## src/rtl/branch_predictor_pkg.sv

```systemverilog
// Shared definitions for the branch predictor slice.
// Holds the default address width, the 2-bit counter encodings and the
// helper that sizes the BTB tag field.
package branch_predictor_pkg;

  localparam int XLEN  = 32;
  localparam int CTR_W = 2;

  // Saturating counter states: strongly/weakly not-taken, weakly/strongly taken.
  typedef enum logic [CTR_W-1:0] {
    SNT = 2'b00,
    WNT = 2'b01,
    WT  = 2'b10,
    ST  = 2'b11
  } ctr_t;

  // Tag covers everything above the index and the two ignored byte bits.
  function automatic int tag_width(input int xlen, input int idx_w);
    return xlen - idx_w - 2;
  endfunction

endpackage

```

## src/rtl/branch_predictor_sat_counter.sv

```systemverilog
// bp_sat_counter: next-state function of a 2-bit saturating up/down counter.
// Ports:
//   ctr      - current counter state
//   up       - 1 = count toward ST (taken), 0 = count toward SNT (not taken)
//   ctr_next - next counter state, saturating at SNT and ST
module bp_sat_counter
  import branch_predictor_pkg::*;
(
  input  ctr_t ctr,
  input  logic up,
  output ctr_t ctr_next
);

  always_comb begin
    ctr_next = ctr;
    case (ctr)
      SNT:     ctr_next = up ? WNT : SNT;
      WNT:     ctr_next = up ? WT  : SNT;
      WT:      ctr_next = up ? ST  : WNT;
      ST:      ctr_next = up ? ST  : WT;
      default: ctr_next = ctr;
    endcase
  end

endmodule

```

## src/rtl/branch_predictor.sv

```systemverilog
// branch_predictor: direct-mapped BTB with 2-bit counters plus resolution check.
// Ports:
//   clk, reset                - clock, asynchronous active-high reset
//   fetch_pc                  - PC being fetched (lookup is combinational)
//   predict_hit/taken/target  - prediction for fetch_pc
//   resolve_*                 - outcome of a branch resolving in execute, with
//                               the prediction that travelled alongside it
//   mispredict, redirect_pc   - registered one-cycle redirect request
//   mispredict_count          - saturating mispredict counter
module branch_predictor
  import branch_predictor_pkg::*;
#(
  parameter int XLEN    = branch_predictor_pkg::XLEN,
  parameter int ENTRIES = 16,
  parameter int IDX_W   = $clog2(ENTRIES)
) (
  input  logic            clk,
  input  logic            reset,
  input  logic [XLEN-1:0] fetch_pc,
  output logic            predict_hit,
  output logic            predict_taken,
  output logic [XLEN-1:0] predict_target,
  input  logic            resolve_valid,
  input  logic [XLEN-1:0] resolve_pc,
  input  logic            resolve_taken,
  input  logic [XLEN-1:0] resolve_target,
  input  logic            resolve_pred_taken,
  input  logic [XLEN-1:0] resolve_pred_target,
  output logic            mispredict,
  output logic [XLEN-1:0] redirect_pc,
  output logic [31:0]     mispredict_count
);

  localparam int TAG_W = tag_width(XLEN, IDX_W);

  // Table lives in flops so reset can clear every entry at once.
  logic [ENTRIES-1:0] valid;
  logic [TAG_W-1:0]   tags    [ENTRIES];
  logic [XLEN-1:0]    targets [ENTRIES];
  ctr_t               ctrs    [ENTRIES];

  // ---------------- fetch-side lookup ----------------
  logic [IDX_W-1:0] fetch_idx;
  logic [TAG_W-1:0] fetch_tag;

  assign fetch_idx = fetch_pc[IDX_W+1:2];
  assign fetch_tag = fetch_pc[XLEN-1:IDX_W+2];

  always_comb begin
    predict_hit    = valid[fetch_idx] && (tags[fetch_idx] == fetch_tag);
    predict_taken  = predict_hit && ctrs[fetch_idx][1];
    predict_target = predict_hit ? targets[fetch_idx] : fetch_pc + XLEN'(4);
  end

  // ---------------- resolve-side training ----------------
  logic [IDX_W-1:0] res_idx;
  logic [TAG_W-1:0] res_tag;
  logic             res_hit;
  ctr_t             ctr_next;

  assign res_idx = resolve_pc[IDX_W+1:2];
  assign res_tag = resolve_pc[XLEN-1:IDX_W+2];
  assign res_hit = valid[res_idx] && (tags[res_idx] == res_tag);

  bp_sat_counter u_sat_counter (
    .ctr      (ctrs[res_idx]),
    .up       (resolve_taken),
    .ctr_next (ctr_next)
  );

  // Lookups read the array directly, so a same-cycle update to the same
  // index is only seen after this edge.
  always_ff @(posedge clk or posedge reset) begin
    if (reset) begin
      valid <= '0;
      for (int i = 0; i < ENTRIES; i++) begin
        tags[i]    <= '0;
        targets[i] <= '0;
        ctrs[i]    <= WNT;
      end
    end else if (resolve_valid) begin
      if (res_hit) begin
        ctrs[res_idx] <= ctr_next;
        if (resolve_taken) targets[res_idx] <= resolve_target;
      end else if (resolve_taken) begin
        // Taken miss overwrites whatever alias occupied the slot.
        valid[res_idx]   <= 1'b1;
        tags[res_idx]    <= res_tag;
        targets[res_idx] <= resolve_target;
        ctrs[res_idx]    <= WT;
      end
    end
  end

  // ---------------- mispredict detection ----------------
  logic            misp_now;
  logic [XLEN-1:0] correct_pc;

  assign misp_now = resolve_valid &&
                    ((resolve_pred_taken != resolve_taken) ||
                     (resolve_taken && (resolve_pred_target != resolve_target)));
  assign correct_pc = resolve_taken ? resolve_target : resolve_pc + XLEN'(4);

  // redirect_pc is only meaningful alongside mispredict, so it changes
  // only on mispredicting cycles and otherwise holds.
  always_ff @(posedge clk or posedge reset) begin
    if (reset) begin
      mispredict       <= 1'b0;
      redirect_pc      <= '0;
      mispredict_count <= '0;
    end else begin
      mispredict <= misp_now;
      if (misp_now) begin
        redirect_pc <= correct_pc;
        if (mispredict_count != 32'hFFFF_FFFF)
          mispredict_count <= mispredict_count + 32'd1;
      end
    end
  end

endmodule

```

## config.mk

```make
export PLATFORM = sky130hd
export DESIGN_NAME = branch_predictor
export DESIGN_NICKNAME = d
export VERILOG_FILES = /design/src/rtl/branch_predictor_pkg.sv /design/src/rtl/branch_predictor_sat_counter.sv /design/src/rtl/branch_predictor.sv
export SDC_FILE = /design/constraint.sdc
export NUM_CORES = 2
export LEC_CHECK = 0
export BUFFER_PORTS_ARGS = -buffer_cell sky130_fd_sc_hd__buf_2
export CORE_ASPECT_RATIO = 1.25
export CORE_MARGIN = 1.5
export CORE_UTILIZATION = 69
export CTS_BUF_LIST = sky130_fd_sc_hd__clkbuf_2 sky130_fd_sc_hd__clkbuf_4 sky130_fd_sc_hd__clkbuf_8
export DETAILED_ROUTE_END_ITERATION = 10
export PLACE_DENSITY = 0.84
export SYNTH_ARGS = -nofsm -noshare
export SYNTH_HDL_FRONTEND = slang
export SYNTH_SLANG_ARGS = --single-unit
```

## constraint.sdc

```tcl
create_clock -name clk -period 51.7 [get_ports clk]
set_clock_uncertainty 0.1 [all_clocks]
set_input_delay 5.17 -clock clk [delete_from_list [all_inputs] [get_ports clk]]
set_output_delay 5.17 -clock clk [all_outputs]
set_load 0.01 [all_outputs]
```

==> impl_metrics.toml <==
[status]
outcome = "completed"

[placement]
hpwl_um = 98600
placed_area_um2 = 54800
placed_cells = 4579
portBuffers = 231
gp_congestion = 0.954
place_ws_ps = 35500

[route]
drc_errors = 0
drt_iter0_markers = 3850
ant_nets = 0
first_pass_iters = 7
wl_um = 156000
routed_via_density = 7.20
dr_total_vias = 35041
wl_per_cell_um = 32.1

[timing]
fin_crit_sh_pct = 31.6
timing_hold_violations_final = 0
timing.final.max_slew_violations = 0
holdWs_ps = 381
tns_ps = 0
min_period_ps = 16310
fin_ws_ps = 35390
rsz0062_at_grt = "no"
worstMarginPinSlew_ps = 1160
setup_violations = 0
max_freq_mhz = 61.3
slew_headroom_pct = 22.7

[setup_path]
critPathKind = "input port to primary output"
cp_data_required_time_ps = 46430
worstPathArrival_ps = 11040
ff2ff_path_depth = 11
endpoint_kind = "primary output"
path_max_fanout = 119
r2r_slack_ps = 47220
cp-start-kind = "input port"
r2r-start = "tags[216]"
rr_endpoint = "tags[91]"

[power]
pwr_density_cell_nw_per_um2 = 38.9
peakVddDrop_mv = 0.0294
power_mw = 2.27
p_leak_nw = 26.0

[hold_path]
whs_path_depth = 2
hold_path.class = "register to register"
hold_start = "ctrs[14]"
holdPathEnd = "ctrs[14]"

[synthesis]
yosys-top-cells-count = "1025 x dfrtp_1, 978 x mux2_2, 380 x mux4_2"
synth.most_common_cell = "dfrtp_1"
synth_area_per_cell_um2 = 14.6
synthTopCellsByArea = "dfrtp_1 48%, mux2_2 21%, mux4_2 16%"
synth-async-reset-ratio_pct = 100
synth_warnings = 0
yosys.area.top_type = "dfrtp_1"
synth_edf_count = 0
ys_seq_area_share_pct = 49.0
synth_cells = 3652
syn-num-nets = 3791
synth_cell_types = 65
netlist.area_leader.share_pct = 48.2
ys_seq_elements = 1041
synthFlopType = "dfrtp_1"
synth_area_um2 = 53200

[global_routing]
grt_pass1_vias = 37048
grt_max_degree = 177
grt_usage_pct = 40.8
globalRoute.totalOverflow = 0
antenna_found_initial = 14
grt_pass1_wl_um = 235000

[layout]
synthToLayoutAreaGrowth_pct = 9.49
fin_util_pct = 76.5
layout-drive-gt1-share_pct = 51.8
nNetsFinal = 3905
seqCellArea_um2 = 26100
fin_area_um2 = 58300
final.fill_count = 4455
multiInputGateArea_um2 = 25700
final_cell_count_no_fill = 4869

[clock_tree]
clkLatencyLatePin_ps = 870
cts_root_buf = "clkbuf_8"
cts_resized = 0
cts_hold_buf = 0
cts_setup_buffers = 0
clkTransAtPathRegs_ps = 60
cts_max_level = 4
cts_made_buffers = 162
cts_max_path_buffers = 3
clock-sinks = 1041
cts_tree = "yes"

[floorplanning]
start_util_pct = 69.9
core_um2 = 76200
io_pins = 232
row_count = 113
die_area_um2 = 78800
die_y_um = 314
die_x_um = 251

[job]
cap_violations = 0
-- critical path, stage by stage --
cell       delay (ps)
buf_8             510
buf_4             750
buf_12            570
mux4_2            600
mux2i_1           290
nor2_1             70
a2111oi_0         500
a31oi_1           180
a2111oi_0         450
nand4_1           210
nor4_4            300
buf_4             570
mux2_2            420
buf_2             140
-- cell type report --
class                           instances  area share, %
Timing Repair Buffer                  296           2.94
Inverter                               41          0.277
Tap cell                              977           2.10
Multi-Input combinational cell       2224           44.1
Clock inverter                         28          0.487
Clock buffer                          254           5.39
Sequential cell                      1041           44.7
Antenna cell                            8         0.0343
-- cells in the final DEF, fill, tap and decap left out, drive strengths merged, types with 11 or more instances in the layout --
| cell | synthesis | final |
|---|---|---|
| and3 | 36 | 36 |
| xor2 | 76 | 76 |
| a22oi | 22 | 22 |
| nand4 | 25 | 25 |
| a2bb2oi | 19 | 19 |
| dfstp | 16 | 16 |
| inv | 40 | 44 |
| buf | 151 | 296 |
| nor4 | 17 | 17 |
| o21ai | 58 | 58 |
| or2 | 18 | 18 |
| mux2 | 994 | 994 |
| a21oi | 25 | 25 |
| mux2i | 96 | 96 |
| nor2b | 11 | 11 |
| nor2 | 69 | 69 |
| nand2 | 105 | 105 |
| clkinv | 1 | 16 |
| and2 | 12 | 12 |
| nand3 | 61 | 61 |
| dfrtp | 1025 | 1025 |
| mux4 | 380 | 380 |
| o21a | 17 | 17 |
| xnor2 | 84 | 84 |
| clkbuf | 195 | 254 |
-- worst max-delay path by stage --
stage,end,start,cells past startpoint
after detailed placement,predict_target[28],fetch_pc[3],14
after global placement,predict_target[4],fetch_pc[3],14
after CTS,predict_target[31],fetch_pc[3],14
after global routing,predict_target[9],fetch_pc[3],14
final,predict_target[31],fetch_pc[3],14
after floorplan,ctrs[11],reset,1
-- where the power goes --
| part | switching, mW | leakage, nW | internal, mW |
|---|---|---|---|
| clock | 0.326 | 1.82 | 0.405 |
| combinational | 0.199 | 11.0 | 0.260 |
| sequential | 0.105 | 13.2 | 0.974 |
| total | 0.631 | 26.0 | 1.64 |
-- sequential cells by signal (all words and copies together) (netlist names) --
signal and count:
ctrs 32, targets 512, redirect_pc 32, mispredict_count 32, tags 416, valid 16, mispredict 1
-- layer usage --
| layer | global-route usage (%) | vias to the layer above | share of wire (%) |
|---|---|---|---|
| li1 | - | 13921 | - |
| met1 | 51.9 | 18440 | 36 |
| met2 | 63.6 | 2089 | 47 |
| met3 | 10.2 | 581 | 9.9 |
| met4 | 25.6 | 10 | 6.7 |
| met5 | 0 | - | 0.036 |
-- cell families (layout without fill, tap and decap cells) --
logic type,count (synthesis),in the layout,synth area share (%)
muxes,1470,1470,38.9
DFF,1041,1041,49.0
buffers and inverters,387,619,3.06
and+or+nand+nor,379,379,3.62
AOI/OAI and AO/OA,208,208,2.65
xor gates and xnor gates,160,160,2.63
adders and majority gates,7,7,0.160
other,0,8,0
No activity file was read; power rests on OpenSTA's default activity.
